$ cat config.mk
export PLATFORM = sky130hd
export DESIGN_NAME = cube_root_scheduler
export DESIGN_NICKNAME = d
export VERILOG_FILES = /design/src/rtl/cube_root_pkg.sv /design/src/rtl/cube_root_rr_arbiter.sv /design/src/rtl/cube_root_scheduler.sv
export SDC_FILE = /design/constraint.sdc
export NUM_CORES = 1
export LEC_CHECK = 0
export CAP_MARGIN = 10
export CORE_MARGIN = 2
export CORE_UTILIZATION = 43
export DETAILED_ROUTE_END_ITERATION = 7
export PLACE_DENSITY = 0.88
export SLEW_MARGIN = 0
export SYNTH_ARGS = -nofsm -noshare
export SYNTH_HDL_FRONTEND = slang
export SYNTH_SLANG_ARGS = --single-unit
$ cat constraint.sdc
create_clock -name clock -period 5.8 [get_ports clock]
set_input_delay 1.45 -clock clock [delete_from_list [all_inputs] [get_ports clock]]
set_output_delay 1.45 -clock clock [all_outputs]
set_load 0.01 [all_outputs]
$ cat src/rtl/cube_root_pkg.sv
// Shared constants, FSM state type and helpers for the cube-root engine scheduler.
package cube_root_pkg;

    localparam int unsigned RADICAND_W = 32;
    localparam int unsigned ROOT_W     = 11;
    localparam int unsigned ITERS      = 11;
    localparam int unsigned ITER_W     = $clog2(ITERS);

    typedef enum logic [1:0] {
        IDLE,
        LOAD,
        RUN,
        DONE
    } state_t;

`ifdef CUBE_ROOT_REM_EN
    // 2047^3 still fits in 33 bits, so the remainder never wraps.
    function automatic logic [RADICAND_W:0] cube33(input logic [ROOT_W-1:0] r);
        logic [RADICAND_W:0] r33;
        r33 = {{(RADICAND_W + 1 - ROOT_W){1'b0}}, r};
        return r33 * r33 * r33;
    endfunction
`endif

endpackage

$ cat src/rtl/cube_root_rr_arbiter.sv
// Combinational round-robin arbiter: first set request at or after ptr, circularly.
module cube_root_rr_arbiter
    import cube_root_pkg::*;
#(
    parameter int unsigned NUM_REQ = 4,
    parameter int unsigned IDX_W   = 2
) (
    input  logic [NUM_REQ-1:0] req,
    input  logic [IDX_W-1:0]   ptr,
    output logic [NUM_REQ-1:0] grant,
    output logic [IDX_W-1:0]   idx
);

    logic        found;
    int unsigned cand;

    always_comb begin
        grant = '0;
        idx   = '0;
        found = 1'b0;
        cand  = 0;
        for (int unsigned k = 0; k < NUM_REQ; k++) begin
            cand = (32'(ptr) + k) % NUM_REQ;
            if (!found && req[cand]) begin
                found       = 1'b1;
                grant[cand] = 1'b1;
                idx         = IDX_W'(cand);
            end
        end
    end

endmodule

$ cat src/rtl/cube_root_scheduler.sv
// Shares one iterative cube-root engine among NUM_REQ requesters with a valid/ready response.
// Define CUBE_ROOT_REM_EN to add the rsp_rem output (radicand minus root cubed).
module cube_root_scheduler
    import cube_root_pkg::*;
#(
    parameter int unsigned NUM_REQ = 4,
    parameter int unsigned ID_W    = 2,
    parameter int unsigned ITERS   = cube_root_pkg::ITERS
) (
    input  logic                          clock,
    input  logic                          clear,
    input  logic [NUM_REQ-1:0]            req_valid,
    input  logic [NUM_REQ*RADICAND_W-1:0] req_data,
    output logic [NUM_REQ-1:0]            req_ready,
    output logic [RADICAND_W-1:0]         eng_in,
    output logic                          eng_clear,
    input  logic [ROOT_W-1:0]             eng_root,
    output logic                          rsp_valid,
    input  logic                          rsp_ready,
    output logic [ID_W-1:0]               rsp_id,
`ifdef CUBE_ROOT_REM_EN
    output logic [RADICAND_W-1:0]         rsp_rem,
`endif
    output logic [ROOT_W-1:0]             rsp_root
);

    localparam int unsigned IDX_W = (NUM_REQ > 1) ? $clog2(NUM_REQ) : 1;
    localparam int unsigned CNT_W = (ITERS > 1) ? $clog2(ITERS) : 1;

    state_t             state;
    logic [IDX_W-1:0]   rr_ptr;
    logic [IDX_W-1:0]   cur_id;
    logic [IDX_W-1:0]   gidx;
    logic [NUM_REQ-1:0] grant;
    logic [CNT_W-1:0]   iter_cnt;

    cube_root_rr_arbiter #(
        .NUM_REQ (NUM_REQ),
        .IDX_W   (IDX_W)
    ) u_arb (
        .req   (req_valid),
        .ptr   (rr_ptr),
        .grant (grant),
        .idx   (gidx)
    );

    // Reset dominates, so no grant is offered while clear is high.
    assign req_ready = (state == IDLE && !clear) ? grant : '0;
    assign eng_clear = clear || (state == LOAD);

`ifdef CUBE_ROOT_REM_EN
    logic [RADICAND_W:0] rem_full;
    assign rem_full = {1'b0, eng_in} - cube33(eng_root);
`endif

    always_ff @(posedge clock) begin
        if (clear) begin
            state     <= IDLE;
            rr_ptr    <= '0;
            cur_id    <= '0;
            iter_cnt  <= '0;
            eng_in    <= '0;
            rsp_valid <= 1'b0;
            rsp_id    <= '0;
            rsp_root  <= '0;
`ifdef CUBE_ROOT_REM_EN
            rsp_rem   <= '0;
`endif
        end else begin
            case (state)
                IDLE: begin
                    if (|req_valid) begin
                        eng_in <= req_data[gidx*RADICAND_W +: RADICAND_W];
                        cur_id <= gidx;
                        rr_ptr <= (gidx == IDX_W'(NUM_REQ - 1)) ? '0 : gidx + 1'b1;
                        state  <= LOAD;
                    end
                end
                LOAD: begin
                    iter_cnt <= '0;
                    state    <= RUN;
                end
                RUN: begin
                    if (iter_cnt == CNT_W'(ITERS - 1)) begin
                        iter_cnt  <= '0;
                        rsp_root  <= eng_root;
                        rsp_id    <= ID_W'(cur_id);
                        rsp_valid <= 1'b1;
`ifdef CUBE_ROOT_REM_EN
                        rsp_rem   <= rem_full[RADICAND_W-1:0];
`endif
                        state     <= DONE;
                    end else begin
                        iter_cnt <= iter_cnt + 1'b1;
                    end
                end
                DONE: begin
                    if (rsp_ready) begin
                        rsp_valid <= 1'b0;
                        state     <= IDLE;
                    end
                end
            endcase
        end
    end

endmodule
==> metrics.md <==
| Metric | Value |
|---|---|
| Status | finished, final reports clean |
| CP arrival | between 3000 and 4000 ps |
| Die boundary height | ~110 um |
| Number of design-rule violations left by the first detailed-router iteration | around 380 |
| Kind of critical path | in -> out |
| I/O Pins | ~200 |
| Antenna Diode Count | 0 |
| Maximum number of pins on one net before global-route repair | 69 |
| Max-slew violation total from the final report | 0 |
| Average detailed-routed wire length per instance | around 19 um |
| GP Congestion | between 0.8 and 0.9 |
| CTS Hold Bufs | 0 |
| Number of max-cap violations | 0 |
| Setup TNS Final | 0 ps |
| Final non-filler cell area | 6620 um2 |
| Number of placement rows | 37 |
| Area share of the largest cell type after synthesis | 0.247 |
| Number of global-route vias before repair | 5,472 |
| Post-synthesis cell type with the largest combined area | dfxtp_1 |
| Relative area change from synthesis to final layout | 45.8% |
| Peak supply drop | approximately 0.24 mV |
| Total routed wirelength | 16,800 um |
| Number of buffers and inverters on the critical path | 2 |
| Top post-synthesis cells by area | dfxtp_1 (25%), a221o_1 (15%), a21oi_1 (6.2%) |
| Upper clock frequency limit | approximately 190 MHz |
| Clock tree skew after final layout | approximately 18 ps |
| Vias after detailed routing | between 5,000 and 6,000 |
| Final setup violating endpoints | 0 |
| Period utilisation layout | 0.932 |
| Detail Route Antenna Nets | 0 |
| Endpoints failing hold | 0 |
| Total standard cell area after synthesis | ~4500 um2 |
| Unrepaired setup endpoints after global routing | false |
| Count of clock tree sinks | 56 |
| WP data required | 4350 ps |
| Cts bufs inserted | 5 |
| Synthesized net count | 730 |
| Count of TritonRoute iterations in the first routing pass | 7 |
| Average footprint of a synthesized cell | ~8.0 um2 |
| Share of post-route cells with drive strength above 1 | 0.0948 |
| Pwr Density | approximately 440 nW/um2 |
| Tightest slew margin relative to the limit | 0.317 |
| Number of nets in the layout | 886 |
| Maximum clock path buffer count | 2 |
| Remaining Overflow, GRT | 0 |
| Max FO, Critical Path | 9 |
| Crit-path cells | clkdlybuf4s50_1 > mux4_2 > nor2b_2 > a221o_1 > o21ai_0 > a21oi_1 > clkdlybuf4s50_1 |
| Number of instances in the synthesized netlist | ~570 |
| Die footprint | around 11,000 um2 |
| Synthesis Warnings | 0 |
| Fraction of registers with async set/reset | 0 |
| Quantity of gates resized following cts | 0 |
| Most used flip-flop cell after synthesis | dfxtp_1 |
| Min cycle time layout | between 5000 and 6000 ps |
| Root cell of the clock tree | clkbuf_8 |
| Total routing usage reported by global routing | 0.282 |
| Standard cell with the maximum stage delay on the critical path | mux4_2 |
| Unique cell type count in the Yosys netlist | 50 |
| Worst slew pin tran | roughly 1000 ps |
| Seq/Total Area, Yosys | 0.247 |
| Wire length of the first global-routing pass | ~26,000 um |
| CP delay by family, top | buffers and inverters |
| Number of synthesized flops with an enable pin | 0 |
| Skew-Pair Late Insertion Delay | 330 ps |
| Buffers on Ports | 196 |
| Remaining design rule violation count | 0 |
| Chip width | 107 um |
| Clock tree from TritonCTS | built |
| Initial core utilization | 0.442 |
| Fillers | 890 |
| Post-Place Cell Area | roughly 6500 um2 |
| Leakage | about 0.0024 uW |
| CP endpoint kind | output port |
| Clock Pin Slew Worst Setup and Hold Paths | 110 ps |
| R2r setup slk | ~2100 ps |
| Crit path largest cell delay | between 600 and 700 ps |
| Worst min-delay path category | reg -> reg |
| Ratio of routed vias to standard cells | about 6.4 |
| H-tree depth reported by CTS | 2 |
| Most common cell on crit path | clkdlybuf4s50_1 |
| Startpoint types | input port |
| Initial antenna violation count | 0 |
| Post-CTS setup-driven buffer insertion count | 0 |
| DPL Wire Length | 11,500 um |
| Total of flip-flops plus latches after synthesis | 56 |
| Area inside the core boundary | about 10,000 um2 |
cell type report:
cell class	count	area, um2	area share
multi-input combinational	448	3120	0.471
timing repair buffer	209	2090	0.316
sequential	56	1120	0.169
tap	136	170	0.0257
clock buffer	6	82.6	0.0125
inverter	7	26.3	0.00397
clock inverter	2	13.8	0.00208
cell usage in the layout (no fill, tap or decap), types with 2 or more instances in the layout:
cell and instances:
nand3_1 32, nor2_1 16, clkbuf_8 6, a21o_1 3, nand2b_1 6, nand2_1 74, mux4_2 3, a211oi_1 32
o211ai_1 2, nor3b_1 3, mux2i_1 11, clkdlybuf4s50_1 196, buf_4 11, nor3_2 28, a21boi_0 2, a21oi_1 55
dfxtp_1 56, o21ai_0 6, nor3_1 4, ha_1 13, o22ai_1 31, and3_1 32, inv_1 6, a221o_1 66
flip-flops by register name (all words and copies together), names as in the netlist:
register and flops:
rsp_valid 1, rsp_root 11, cur_id 2, rsp_id 2, eng_in 32, rr_ptr 2, iter_cnt 4, state 2
routing by layer:
layer | routed length, um | vias to the layer above | part of all wire | track usage
met5 | 0 | - | 0 | 0
met4 | 492 | 0 | 0.029 | 0.109
met3 | 1400 | 50 | 0.083 | 0.0468
met2 | 8070 | 332 | 0.48 | 0.481
met1 | 6860 | 2603 | 0.41 | 0.355
li1 | - | 2522 | - | -
power breakdown:
part	internal (uW)	switching, uW	leakage [uW]
sequential	484	68.0	0.000459
clock	98.4	142	0.0000516
combinational	931	1220	0.00189
total	1510	1430	0.00240
cells in the mapped netlist, drive strengths merged (2+ instances only):
library cell	n
a211oi	33
a21boi	2
a21o	3
a21oi	56
a221o	66
and3	32
buf	23
clkbuf	37
dfxtp	56
ha	13
inv	7
mux2i	11
mux4	3
nand2	74
nand2b	7
nand3	33
nor2	17
nor2b	2
nor3	32
nor3b	4
o211ai	2
o21ai	7
o22ai	31
or3	2
cell families after synthesis:
family                   Yosys count  share of synthesized area
adder cells (fa/ha/maj)           13                     0.0358
buffers and inverters             67                     0.0721
multiplexers                      15                     0.0416
XOR/XNOR                           1                    0.00193
flip-flops                        56                      0.247
AND/OR/NAND/NOR                  210                      0.258
AO/OA/AOI/OAI                    209                      0.344
final timing paths:
kind,cells past startpoint,to,startpoint
worst min register to register,2,rsp_root[3],rsp_root[3]
worst min-delay path,2,rsp_root[3],rsp_root[3]
worst max-delay path,7,req_ready[0],req_valid[3]
worst max register to register,8,eng_in[27],rr_ptr[1]
metrics by stage:
stage	std cells	util	total power [uW]	setup WS, ps	hold WS, ps
floorplan	571	-	2020	928	432
global placement	854	0.631	2550	661	441
detailed placement	854	0.631	2620	497	455
global route	864	0.645	3120	345	491
finish	864	0.645	2940	397	465
CTS	862	0.640	2870	480	471
worst min-delay path: stages (launching register included):
cell     delay, ps
dfxtp_1        330
nand2_1         50
a21oi_1         50
Power figures use the tool's default switching activity.
